===== src/rtl/ex_stage.sv =====
//==============================================================================
// Module      : ex_stage
// Description : Pipeline execute stage. Selects forwarded operands, runs a
//               single-cycle ALU (ADD/SUB/AND/OR/XOR/SLT/SLL) and a 32-cycle
//               iterative shift-add multiplier. The result is registered into
//               the EX/MEM output register.
// Ports       : clk, rst_n            - clock, asynchronous active-low reset
//               flush                 - kill the instruction currently in EX
//               mem_stall             - MEM cannot accept; hold everything
//               in_valid + *_in       - instruction fields from ID/EX
//               fwd_a_sel, fwd_b_sel  - operand source selects
//               fwd_mem_data/wb_data  - forwarded results
//               ex_stall              - combinational hold request to ID/EX
//               out_valid + *_out     - registered EX/MEM outputs
// Revision    : 1.0 - initial release
//==============================================================================
`default_nettype none

module ex_stage (
    input  logic        clk,
    input  logic        rst_n,
    input  logic        flush,
    input  logic        mem_stall,
    input  logic        in_valid,
    input  logic [31:0] rs1_data_in,
    input  logic [31:0] rs2_data_in,
    input  logic [31:0] immediate_in,
    input  logic [4:0]  rd_addr_in,
    input  logic        reg_write_in,
    input  logic        mem_read_in,
    input  logic        mem_write_in,
    input  logic [2:0]  alu_op_in,
    input  logic [1:0]  wb_sel_in,
    input  logic        alu_src_in,
    input  logic [1:0]  fwd_a_sel,
    input  logic [1:0]  fwd_b_sel,
    input  logic [31:0] fwd_mem_data,
    input  logic [31:0] fwd_wb_data,
    output logic        ex_stall,
    output logic        out_valid,
    output logic [31:0] alu_result_out,
    output logic [31:0] store_data_out,
    output logic [4:0]  rd_addr_out,
    output logic        reg_write_out,
    output logic        mem_read_out,
    output logic        mem_write_out,
    output logic [1:0]  wb_sel_out
);

    localparam logic [2:0] c_OP_ADD = 3'b000;
    localparam logic [2:0] c_OP_SUB = 3'b001;
    localparam logic [2:0] c_OP_AND = 3'b010;
    localparam logic [2:0] c_OP_OR  = 3'b011;
    localparam logic [2:0] c_OP_XOR = 3'b100;
    localparam logic [2:0] c_OP_SLT = 3'b101;
    localparam logic [2:0] c_OP_SLL = 3'b110;
    localparam logic [2:0] c_OP_MUL = 3'b111;

    localparam logic [1:0] c_ST_IDLE     = 2'd0;
    localparam logic [1:0] c_ST_MUL_BUSY = 2'd1;
    localparam logic [1:0] c_ST_MUL_DONE = 2'd2;

    localparam logic [4:0] c_LAST_ITER = 5'd31;

    // FSM and multiplier datapath
    logic [1:0]  r_state;
    logic [4:0]  r_count;
    logic [31:0] r_mcand;
    logic [31:0] r_mplier;
    logic [31:0] r_acc;
    logic [31:0] r_mul_store;
    logic [4:0]  r_mul_rd;
    logic        r_mul_reg_write;
    logic        r_mul_mem_read;
    logic        r_mul_mem_write;
    logic [1:0]  r_mul_wb_sel;

    // EX/MEM output register
    logic        r_out_valid;
    logic [31:0] r_alu_result;
    logic [31:0] r_store_data;
    logic [4:0]  r_rd_addr;
    logic        r_reg_write;
    logic        r_mem_read;
    logic        r_mem_write;
    logic [1:0]  r_wb_sel;

    logic [31:0] w_op_a;
    logic [31:0] w_rs2_fwd;
    logic [31:0] w_op_b;
    logic [31:0] w_alu_result;
    logic        w_is_mul;

    logic        w_nxt_valid;
    logic [31:0] w_nxt_alu_result;
    logic [31:0] w_nxt_store_data;
    logic [4:0]  w_nxt_rd_addr;
    logic        w_nxt_reg_write;
    logic        w_nxt_mem_read;
    logic        w_nxt_mem_write;
    logic [1:0]  w_nxt_wb_sel;

    //--------------------------------------------------------------------------
    // Operand forwarding and operand-B select
    //--------------------------------------------------------------------------
    always_comb begin
        w_op_a = rs1_data_in;
        case (fwd_a_sel)
            2'b01:   w_op_a = fwd_mem_data;
            2'b10:   w_op_a = fwd_wb_data;
            default: w_op_a = rs1_data_in;
        endcase
    end

    always_comb begin
        w_rs2_fwd = rs2_data_in;
        case (fwd_b_sel)
            2'b01:   w_rs2_fwd = fwd_mem_data;
            2'b10:   w_rs2_fwd = fwd_wb_data;
            default: w_rs2_fwd = rs2_data_in;
        endcase
    end

    assign w_op_b   = alu_src_in ? immediate_in : w_rs2_fwd;
    assign w_is_mul = (alu_op_in == c_OP_MUL);

    //--------------------------------------------------------------------------
    // Single-cycle ALU; MUL is handled by the iterative datapath below
    //--------------------------------------------------------------------------
    always_comb begin
        w_alu_result = '0;
        case (alu_op_in)
            c_OP_ADD: w_alu_result = w_op_a + w_op_b;
            c_OP_SUB: w_alu_result = w_op_a - w_op_b;
            c_OP_AND: w_alu_result = w_op_a & w_op_b;
            c_OP_OR:  w_alu_result = w_op_a | w_op_b;
            c_OP_XOR: w_alu_result = w_op_a ^ w_op_b;
            c_OP_SLT: w_alu_result = {31'd0, ($signed(w_op_a) < $signed(w_op_b))};
            c_OP_SLL: w_alu_result = w_op_a << w_op_b[4:0];
            default:  w_alu_result = '0;
        endcase
    end

    // Held by reset so a stuck-high mem_stall cannot leak out during reset.
    // A flushed MUL in IDLE is killed rather than started, so it does not stall.
    assign ex_stall = rst_n & (mem_stall
                             | (r_state == c_ST_MUL_BUSY)
                             | ((r_state == c_ST_IDLE) & in_valid & w_is_mul & ~flush));

    //--------------------------------------------------------------------------
    // FSM and shift-add multiplier
    //--------------------------------------------------------------------------
    always_ff @(posedge clk or negedge rst_n) begin
        if (!rst_n) begin
            r_state         <= c_ST_IDLE;
            r_count         <= '0;
            r_mcand         <= '0;
            r_mplier        <= '0;
            r_acc           <= '0;
            r_mul_store     <= '0;
            r_mul_rd        <= '0;
            r_mul_reg_write <= 1'b0;
            r_mul_mem_read  <= 1'b0;
            r_mul_mem_write <= 1'b0;
            r_mul_wb_sel    <= '0;
        end else if (flush) begin
            r_state <= c_ST_IDLE;
            r_count <= '0;
        end else if (!mem_stall) begin
            case (r_state)
                c_ST_IDLE: begin
                    if (in_valid && w_is_mul) begin
                        r_mcand         <= w_op_a;
                        r_mplier        <= w_op_b;
                        r_acc           <= '0;
                        r_count         <= '0;
                        r_mul_store     <= w_rs2_fwd;
                        r_mul_rd        <= rd_addr_in;
                        r_mul_reg_write <= reg_write_in;
                        r_mul_mem_read  <= mem_read_in;
                        r_mul_mem_write <= mem_write_in;
                        r_mul_wb_sel    <= wb_sel_in;
                        r_state         <= c_ST_MUL_BUSY;
                    end
                end
                c_ST_MUL_BUSY: begin
                    // One multiplier bit per edge, LSB first; only the low
                    // word is kept, so the shifted multiplicand may drop bits.
                    if (r_mplier[0]) begin
                        r_acc <= r_acc + r_mcand;
                    end
                    r_mcand  <= r_mcand << 1;
                    r_mplier <= r_mplier >> 1;
                    r_count  <= r_count + 5'd1;
                    if (r_count == c_LAST_ITER) begin
                        r_state <= c_ST_MUL_DONE;
                    end
                end
                c_ST_MUL_DONE: begin
                    r_state <= c_ST_IDLE;
                end
                default: begin
                    r_state <= c_ST_IDLE;
                end
            endcase
        end
    end

    //--------------------------------------------------------------------------
    // Next value of the output register; defaults describe a bubble
    //--------------------------------------------------------------------------
    always_comb begin
        w_nxt_valid      = 1'b0;
        w_nxt_alu_result = '0;
        w_nxt_store_data = '0;
        w_nxt_rd_addr    = '0;
        w_nxt_reg_write  = 1'b0;
        w_nxt_mem_read   = 1'b0;
        w_nxt_mem_write  = 1'b0;
        w_nxt_wb_sel     = '0;
        if (!flush) begin
            case (r_state)
                c_ST_IDLE: begin
                    if (in_valid && !w_is_mul) begin
                        w_nxt_valid      = 1'b1;
                        w_nxt_alu_result = w_alu_result;
                        w_nxt_store_data = w_rs2_fwd;
                        w_nxt_rd_addr    = rd_addr_in;
                        w_nxt_reg_write  = reg_write_in;
                        w_nxt_mem_read   = mem_read_in;
                        w_nxt_mem_write  = mem_write_in;
                        w_nxt_wb_sel     = wb_sel_in;
                    end
                end
                c_ST_MUL_DONE: begin
                    w_nxt_valid      = 1'b1;
                    w_nxt_alu_result = r_acc;
                    w_nxt_store_data = r_mul_store;
                    w_nxt_rd_addr    = r_mul_rd;
                    w_nxt_reg_write  = r_mul_reg_write;
                    w_nxt_mem_read   = r_mul_mem_read;
                    w_nxt_mem_write  = r_mul_mem_write;
                    w_nxt_wb_sel     = r_mul_wb_sel;
                end
                default: begin
                end
            endcase
        end
    end

    // A flush never discards the older instruction already held in EX/MEM:
    // with mem_stall high the register simply holds.
    always_ff @(posedge clk or negedge rst_n) begin
        if (!rst_n) begin
            r_out_valid  <= 1'b0;
            r_alu_result <= '0;
            r_store_data <= '0;
            r_rd_addr    <= '0;
            r_reg_write  <= 1'b0;
            r_mem_read   <= 1'b0;
            r_mem_write  <= 1'b0;
            r_wb_sel     <= '0;
        end else if (!mem_stall) begin
            r_out_valid  <= w_nxt_valid;
            r_alu_result <= w_nxt_alu_result;
            r_store_data <= w_nxt_store_data;
            r_rd_addr    <= w_nxt_rd_addr;
            r_reg_write  <= w_nxt_reg_write;
            r_mem_read   <= w_nxt_mem_read;
            r_mem_write  <= w_nxt_mem_write;
            r_wb_sel     <= w_nxt_wb_sel;
        end
    end

    assign out_valid      = r_out_valid;
    assign alu_result_out = r_alu_result;
    assign store_data_out = r_store_data;
    assign rd_addr_out    = r_rd_addr;
    assign reg_write_out  = r_reg_write;
    assign mem_read_out   = r_mem_read;
    assign mem_write_out  = r_mem_write;
    assign wb_sel_out     = r_wb_sel;

endmodule

`default_nettype wire

===== config.mk =====
export PLATFORM = sky130hd
export DESIGN_NAME = ex_stage
export DESIGN_NICKNAME = d
export VERILOG_FILES = /design/src/rtl/ex_stage.sv
export SDC_FILE = /design/constraint.sdc
export NUM_CORES = 1
export LEC_CHECK = 0
export CAP_MARGIN = 10
export CORE_MARGIN = 2
export CORE_UTILIZATION = 25
export CTS_CLUSTER_DIAMETER = 120
export DETAILED_ROUTE_END_ITERATION = 7
export GPL_TIMING_DRIVEN = 0
export PLACE_DENSITY = 0.44
export SETUP_SLACK_MARGIN = 0.05
export SYNTH_ARGS = -nofsm -noshare
export SYNTH_HDL_FRONTEND = slang
export SYNTH_SLANG_ARGS = --single-unit

===== constraint.sdc =====
create_clock -name clk -period 5.3 [get_ports clk]
set_input_delay 1.59 -clock clk [delete_from_list [all_inputs] [get_ports clk]]
set_output_delay 1.59 -clock clk [all_outputs]
set_load 0.02 [all_outputs]

* Word level (Yosys, flattened, before mapping)
Cells that the tools add are included.
** Cells by class
- $add $sub $neg :: 4
- Magnitude comparators :: 1
- Equal/unequal tests :: 19
- Shift operators :: 1
- Mux-type cells :: 44
- Bitwise logic cells :: 11
- Reduce and logical (&&, ||, !) cells :: 12
** Operators by type and width (count)
- 32-bit one-hot mux with 2 select lines :: 7
- 32-bit 2-to-1 mux :: 9
- 32-bit one-hot mux with 7 select lines :: 1
- 32-bit adder :: 2
- 32-bit bitwise AND :: 1
- 32-bit less-than comparator :: 1
- 32-bit bitwise OR :: 1
- 32-bit by 5-bit left shift with 32-bit output :: 1
- 32-bit subtractor :: 1
- 32-bit XOR :: 1
- 5-bit 2-to-1 mux :: 5
- 5-bit one-hot mux with 2 select lines :: 2
- 3-bit == test, second input constant :: 4
- 2-bit 2-to-1 mux :: 6
- 1-bit 2-to-1 mux :: 8
- 1-bit one-hot mux with 2 select lines :: 4
- 2-bit one-hot mux with 2 select lines :: 2
- 4-bit AND reduction :: 2
- 2-bit by 1-bit == test with 1-bit output, second input constant :: 3
- 2-bit == test, second input constant :: 3
- 3-bit by 2-bit == test with 1-bit output, second input constant :: 2
- 3-bit by 2-bit inequality test with 1-bit output, second input constant :: 2
- 3-bit AND reduction :: 2
- 5-bit by 1-bit adder with 5-bit output, second input constant :: 1
- other kinds (14) :: 21
** Word-level totals
- Bits in registers :: 220
- Output and inout port bits :: 76
- Word-level logic and storage cells :: 111

* Depth between registers and ports, before layout
- Depth after elaboration :: 8
- Depth in mapped cells :: 21

* Worst setup path after synthesis
OpenSTA, ideal clock, no wires.
- Path kind :: input -> register
- Start point :: input fwd_b_sel[0]
- End point :: register r_alu_result[28], in the netlist alu_result_out[28]
- Library setup time :: 124 ps
- Arrival time :: 6005 ps
- Required time :: 5176 ps
- Setup slack :: -829 ps
- Cell stages on the path :: 19
- Cells stage by stage :: inv_1 -> ha_1 -> buf_2 -> or2_2 -> o221a_2 -> buf_6 -> buf_6 -> buf_2 -> ha_1 -> fa_1 -> a211o_1 -> a2111oi_4 -> o31ai_2 -> a2111oi_4 -> nor4_2 -> a2111oi_2 -> nor3_1 -> a211o_1 -> o31a_1
** On the way
- Word-level cells in the longest chain between the ends :: 8
- Elaborated cells on any way between the ends :: 14
** Ends and longest elaborated chain
- start: declaration :: RTL line 36 : input logic [1:0] fwd_b_sel,
- 2-bit == test or 2-bit by 1-bit == test with 1-bit output (tied branches) :: RTL line 117 : case (fwd_b_sel)
- 32-bit one-hot mux with 2 select lines (*) :: RTL line 117
- 32-bit 2-to-1 mux (*) :: RTL line 124 : assign w_op_b = alu_src_in ? immediate_in : w_rs2_fwd;
- 32-bit subtractor (tied with other cells) :: RTL line 134 : c_OP_SUB: w_alu_result = w_op_a - w_op_b;
- 32-bit one-hot mux with 7 select lines (*) :: RTL line 132 : case (alu_op_in)
- 32-bit 2-to-1 mux (*) :: RTL line 224 : if (in_valid && !w_is_mul) begin
- 32-bit one-hot mux with 2 select lines (*) :: RTL line 222 : case (r_state)
- 32-bit 2-to-1 mux (*) :: RTL line 221 : if (!flush) begin
- end signal: assignment :: RTL line 265 : r_alu_result <= w_nxt_alu_result;
- end: declaration :: RTL line 80 : logic [31:0] r_alu_result;
Every way passes the cells marked *; elsewhere a longest branch is shown, timed or not.
A chain may end at the register's enable or synchronous reset.

* Final worst setup path
- Start point :: input fwd_a_sel[0]
- End point :: register r_alu_result[28], in the netlist alu_result_out[28]
** On the way
- Word-level cells in the longest chain between the ends :: 7
- Elaborated cells on any way between the ends :: 13
** Ends and longest elaborated chain
- start: declaration :: RTL line 35 : input logic [1:0] fwd_a_sel,
- 2-bit == test or 2-bit by 1-bit == test with 1-bit output (tied branches) :: RTL line 108 : case (fwd_a_sel)
- 32-bit one-hot mux with 2 select lines (*) :: RTL line 108
- 32-bit subtractor (tied with other cells) :: RTL line 134
- 32-bit one-hot mux with 7 select lines (*) :: RTL line 132
- 32-bit 2-to-1 mux (*) :: RTL line 224
- 32-bit one-hot mux with 2 select lines (*) :: RTL line 222
- 32-bit 2-to-1 mux (*) :: RTL line 221
Marked as above.

==> results.json <==
{
  "routedWlPerCell_microns": 29.2,
  "slew_headroom_pct": 22.9,
  "rrSetupSlack_ns": 1.55,
  "postRouteWirelength_microns": 110000,
  "globalplace.congestion": 0.976,
  "dp_slack_ns": -2.68,
  "cts_tree": "done",
  "top_layer_used": "met5",
  "seq_area_sq_um": 5510,
  "cts.clk_slew.worst_paths_ns": 0.07,
  "synth_edf_count": 0,
  "avgSynthCellArea_sq_um": 7.97,
  "worstPathMaxFanout": 5,
  "crit_path_max_incr_delay_ns": 0.50,
  "synthToLayoutAreaGrowth_pct": 39.9,
  "vias_per_cell": 5.71,
  "status": "finished, violations left",
  "tightest_slew_ns": 1.13,
  "crit_top_cell": "a2111oi_4",
  "grt_max_degree": 110,
  "dieArea_sq_um": 78300,
  "path_buf_inv": 5,
  "wl_met3_microns": 5940,
  "grt_setup_unrepaired": "true",
  "synth_ff_type": "dfrtp_1",
  "yosysSeqAreaShare_pct": 29.0,
  "hold_violations": 0,
  "fin_ws_ns": -0.0495,
  "endpoint_kind": "flip-flop",
  "fmax_mhz": 187,
  "rows": 101,
  "cap_viol_max_count": 0,
  "fin_skew_ns": 0.0169,
  "antenna_found_initial": 10,
  "cp.arrival_ns": 5.84,
  "numPortBuffers": 256,
  "violations": "setup timing",
  "required_ns": 5.79,
  "ys_top_cells_by_area": "dfrtp_1, ha_1, o21ai_0, a21oi_1, nand2_1",
  "min_path_type": "reg2reg",
  "grt_pass1_vias": 20900,
  "synth-seq-cells": 220,
  "fin_nets": 3104,
  "stdcell_count": 3774,
  "grt-ovfl-total": 0,
  "vdd_drop_max_uv": 277,
  "ioPinCount": 259,
  "crit_chain": "buf_12 > inv_4 > ha_4 > buf_8 > a221o_1 > o21ai_4 > inv_2 > ha_4 > fa_2 > a211o_1 > a2111oi_4 > o31ai_4 > a2111oi_4 > buf_4 > nor4_4 > a2111oi_4 > nor3_2 > a211o_1 > o31a_1",
  "critPathKind": "in2reg",
  "yosysUniqueCellTypes": 87,
  "met1Wirelength_microns": 45400,
  "grt_pass1_wl_microns": 154000,
  "yosys.area.top_type_share_pct": 29.0,
  "core_sq_um": 75600,
  "synthCells": 2385,
  "slew_viol_final": 0,
  "die-width_microns": 280,
  "clockBufferDepth": 3,
  "path_delay_family": "compound AO/OA/AOI/OAI gates",
  "fin_crit_sh_pct": 101,
  "firstDrtPassIters": 7,
  "route.met2.wl_microns": 52700,
  "postRouteAntennaNets": 0,
  "syn_area_sq_um": 19000,
  "synth_top_cells_by_count": "o21ai_0, nand2_1, dfrtp_1, a21oi_1, nor2_1",
  "post-route-drc-count": 0,
  "yosys_warnings": 0,
  "dp_hpwl_microns": 86100,
  "synthArstFlopShare_pct": 100,
  "grt_use_total_pct": 27.3,
  "setup_violations": 1,
  "ctsHtreeMaxLevel": 1,
  "p_leak_nw": 11.1,
  "num_vias": 21500,
  "min_period_ns": 5.35,
  "slowest_stage": "a2111oi_4",
  "cts.sinks": 220,
  "yosysMostFrequentCell": "o21ai_0",
  "power_density_nw_per_um2": 332,
  "die_y_microns": 280,
  "ctsHoldBuffers": 0,
  "start_util_pct": 25.2,
  "clk_latency_ns": 0.61,
  "layout-drive-gt1-share_pct": 16.5,
  "p_total_w": 0.00884,
  "synth_top_area_cell": "dfrtp_1",
  "fillers": 7867,
  "syn_nets": 2721,
  "cts_buffers": 30,
  "placed_cells": 3634,
  "drtIter0Drc": 2329,
  "multi_input_area_sq_um": 13700,
  "cts_root_buffer": "clkbuf_16",
  "cp-start-kind": "primary input"
}
[sequential cells by signal, indices dropped and copies added (netlist names), 32 cells and up]
register	flops
alu_result_out	32
r_acc	32
r_mcand	32
r_mplier	32
r_mul_store	32
store_data_out	32
[cell type report]
class | count | area share [%]
multi-input combinational | 1883 | 51.7
buffer | 151 | 3.51
timing repair buffer | 369 | 13.7
inverter | 113 | 1.69
clock inverter | 16 | 0.960
clock buffer | 40 | 3.15
antenna | 4 | 0.0376
tap | 978 | 4.60
sequential | 220 | 20.7
[placed cells by master (no fill, tap or decap), types with 17 or more instances in the layout]
| cell | instances |
|---|---|
| a21oi_2 | 19 |
| nand3_1 | 25 |
| inv_1 | 93 |
| a222oi_1 | 17 |
| dfrtp_1 | 220 |
| a221o_1 | 63 |
| nor3_1 | 39 |
| clkbuf_1 | 96 |
| o21ai_4 | 26 |
| buf_4 | 96 |
| ha_1 | 127 |
| clkbuf_16 | 35 |
| a21oi_1 | 178 |
| mux2i_1 | 65 |
| clkdlybuf4s50_1 | 245 |
| nor2_1 | 182 |
| a21oi_4 | 19 |
| a21o_1 | 34 |
| mux2_2 | 23 |
| a22oi_1 | 93 |
| ha_4 | 17 |
| o21ai_0 | 265 |
| xnor2_1 | 28 |
| o21ai_2 | 24 |
| nand2_1 | 250 |
[worst reg2reg max path: stages (launching register included)]
cell and delay, ns:
dfrtp_1 0.32, clkbuf_1 0.25, nor2b_1 0.19, clkbuf_1 0.46, clkbuf_1 0.55, clkbuf_1 0.84
buf_1 0.56, a21oi_1 0.28, o21ai_0 0.21
[layer usage]
layer	track usage, %	vias up
met3	3.07	223
met1	34.4	10800
met2	46.6	875
li1	-	9632
met5	0	-
met4	12.6	2
[path summary, 6_finish.rpt]
path / endpoint / depth (start not counted) / startpoint
max: alu_result_out[28] / 19 / fwd_a_sel[0]
min: r_mul_mem_write / 2 / r_mul_mem_write
max reg2reg: store_data_out[22] / 8 / r_state[1]
min reg2reg: r_mul_mem_write / 2 / r_mul_mem_write
max in group asynchronous: alu_result_out[18] / 3 / rst_n
min in group asynchronous: r_mul_store[20] / 1 / rst_n
[through the flow]
step / hold WS [ns] / util [%] / TNS [ns] / area, sq um
global placement: 0.464 / 30.3 / -1725.33 / 22900
detailed placement: 0.463 / 30.7 / -69.74 / 23200
CTS: 0.477 / 34.4 / -0.0201 / 26000
global route: 0.493 / 35.2 / -0.172 / 26600
finish: 0.480 / 35.2 / -0.0495 / 26600
floorplan: 0.447 / - / -0.847 / 19100
[cells by family (layout without fill, tap and decap cells)]
kind of cell / Yosys count / after routing / share of synthesized area (%)
AOI/OAI and AO/OA: 986 / 986 / 34.0
xor gates and xnor gates: 41 / 41 / 1.89
adders and majority gates: 153 / 153 / 10.2
buffers and inverters: 282 / 689 / 5.80
DFF: 220 / 220 / 29.0
muxes: 90 / 90 / 5.02
other: 0 / 4 / 0
and+or+nand+nor: 613 / 613 / 14.2
[power by group]
part,total (W),switching (W),leakage [nW],internal [W]
Combinational,0.00418,0.00252,7.61,0.00166
Clock,0.00228,0.000911,0.525,0.00136
Sequential,0.00238,0.000328,2.91,0.00205
[what timing repair did]
item,in CTS,in global routing
endpoints found under the hold margin,0,0
pin swaps,46,51
gates cloned,2,0
buffers inserted,64,33
gates resized for setup,345,91
setup endpoints to repair,33,23
No activity file was read; power rests on OpenSTA's default activity.
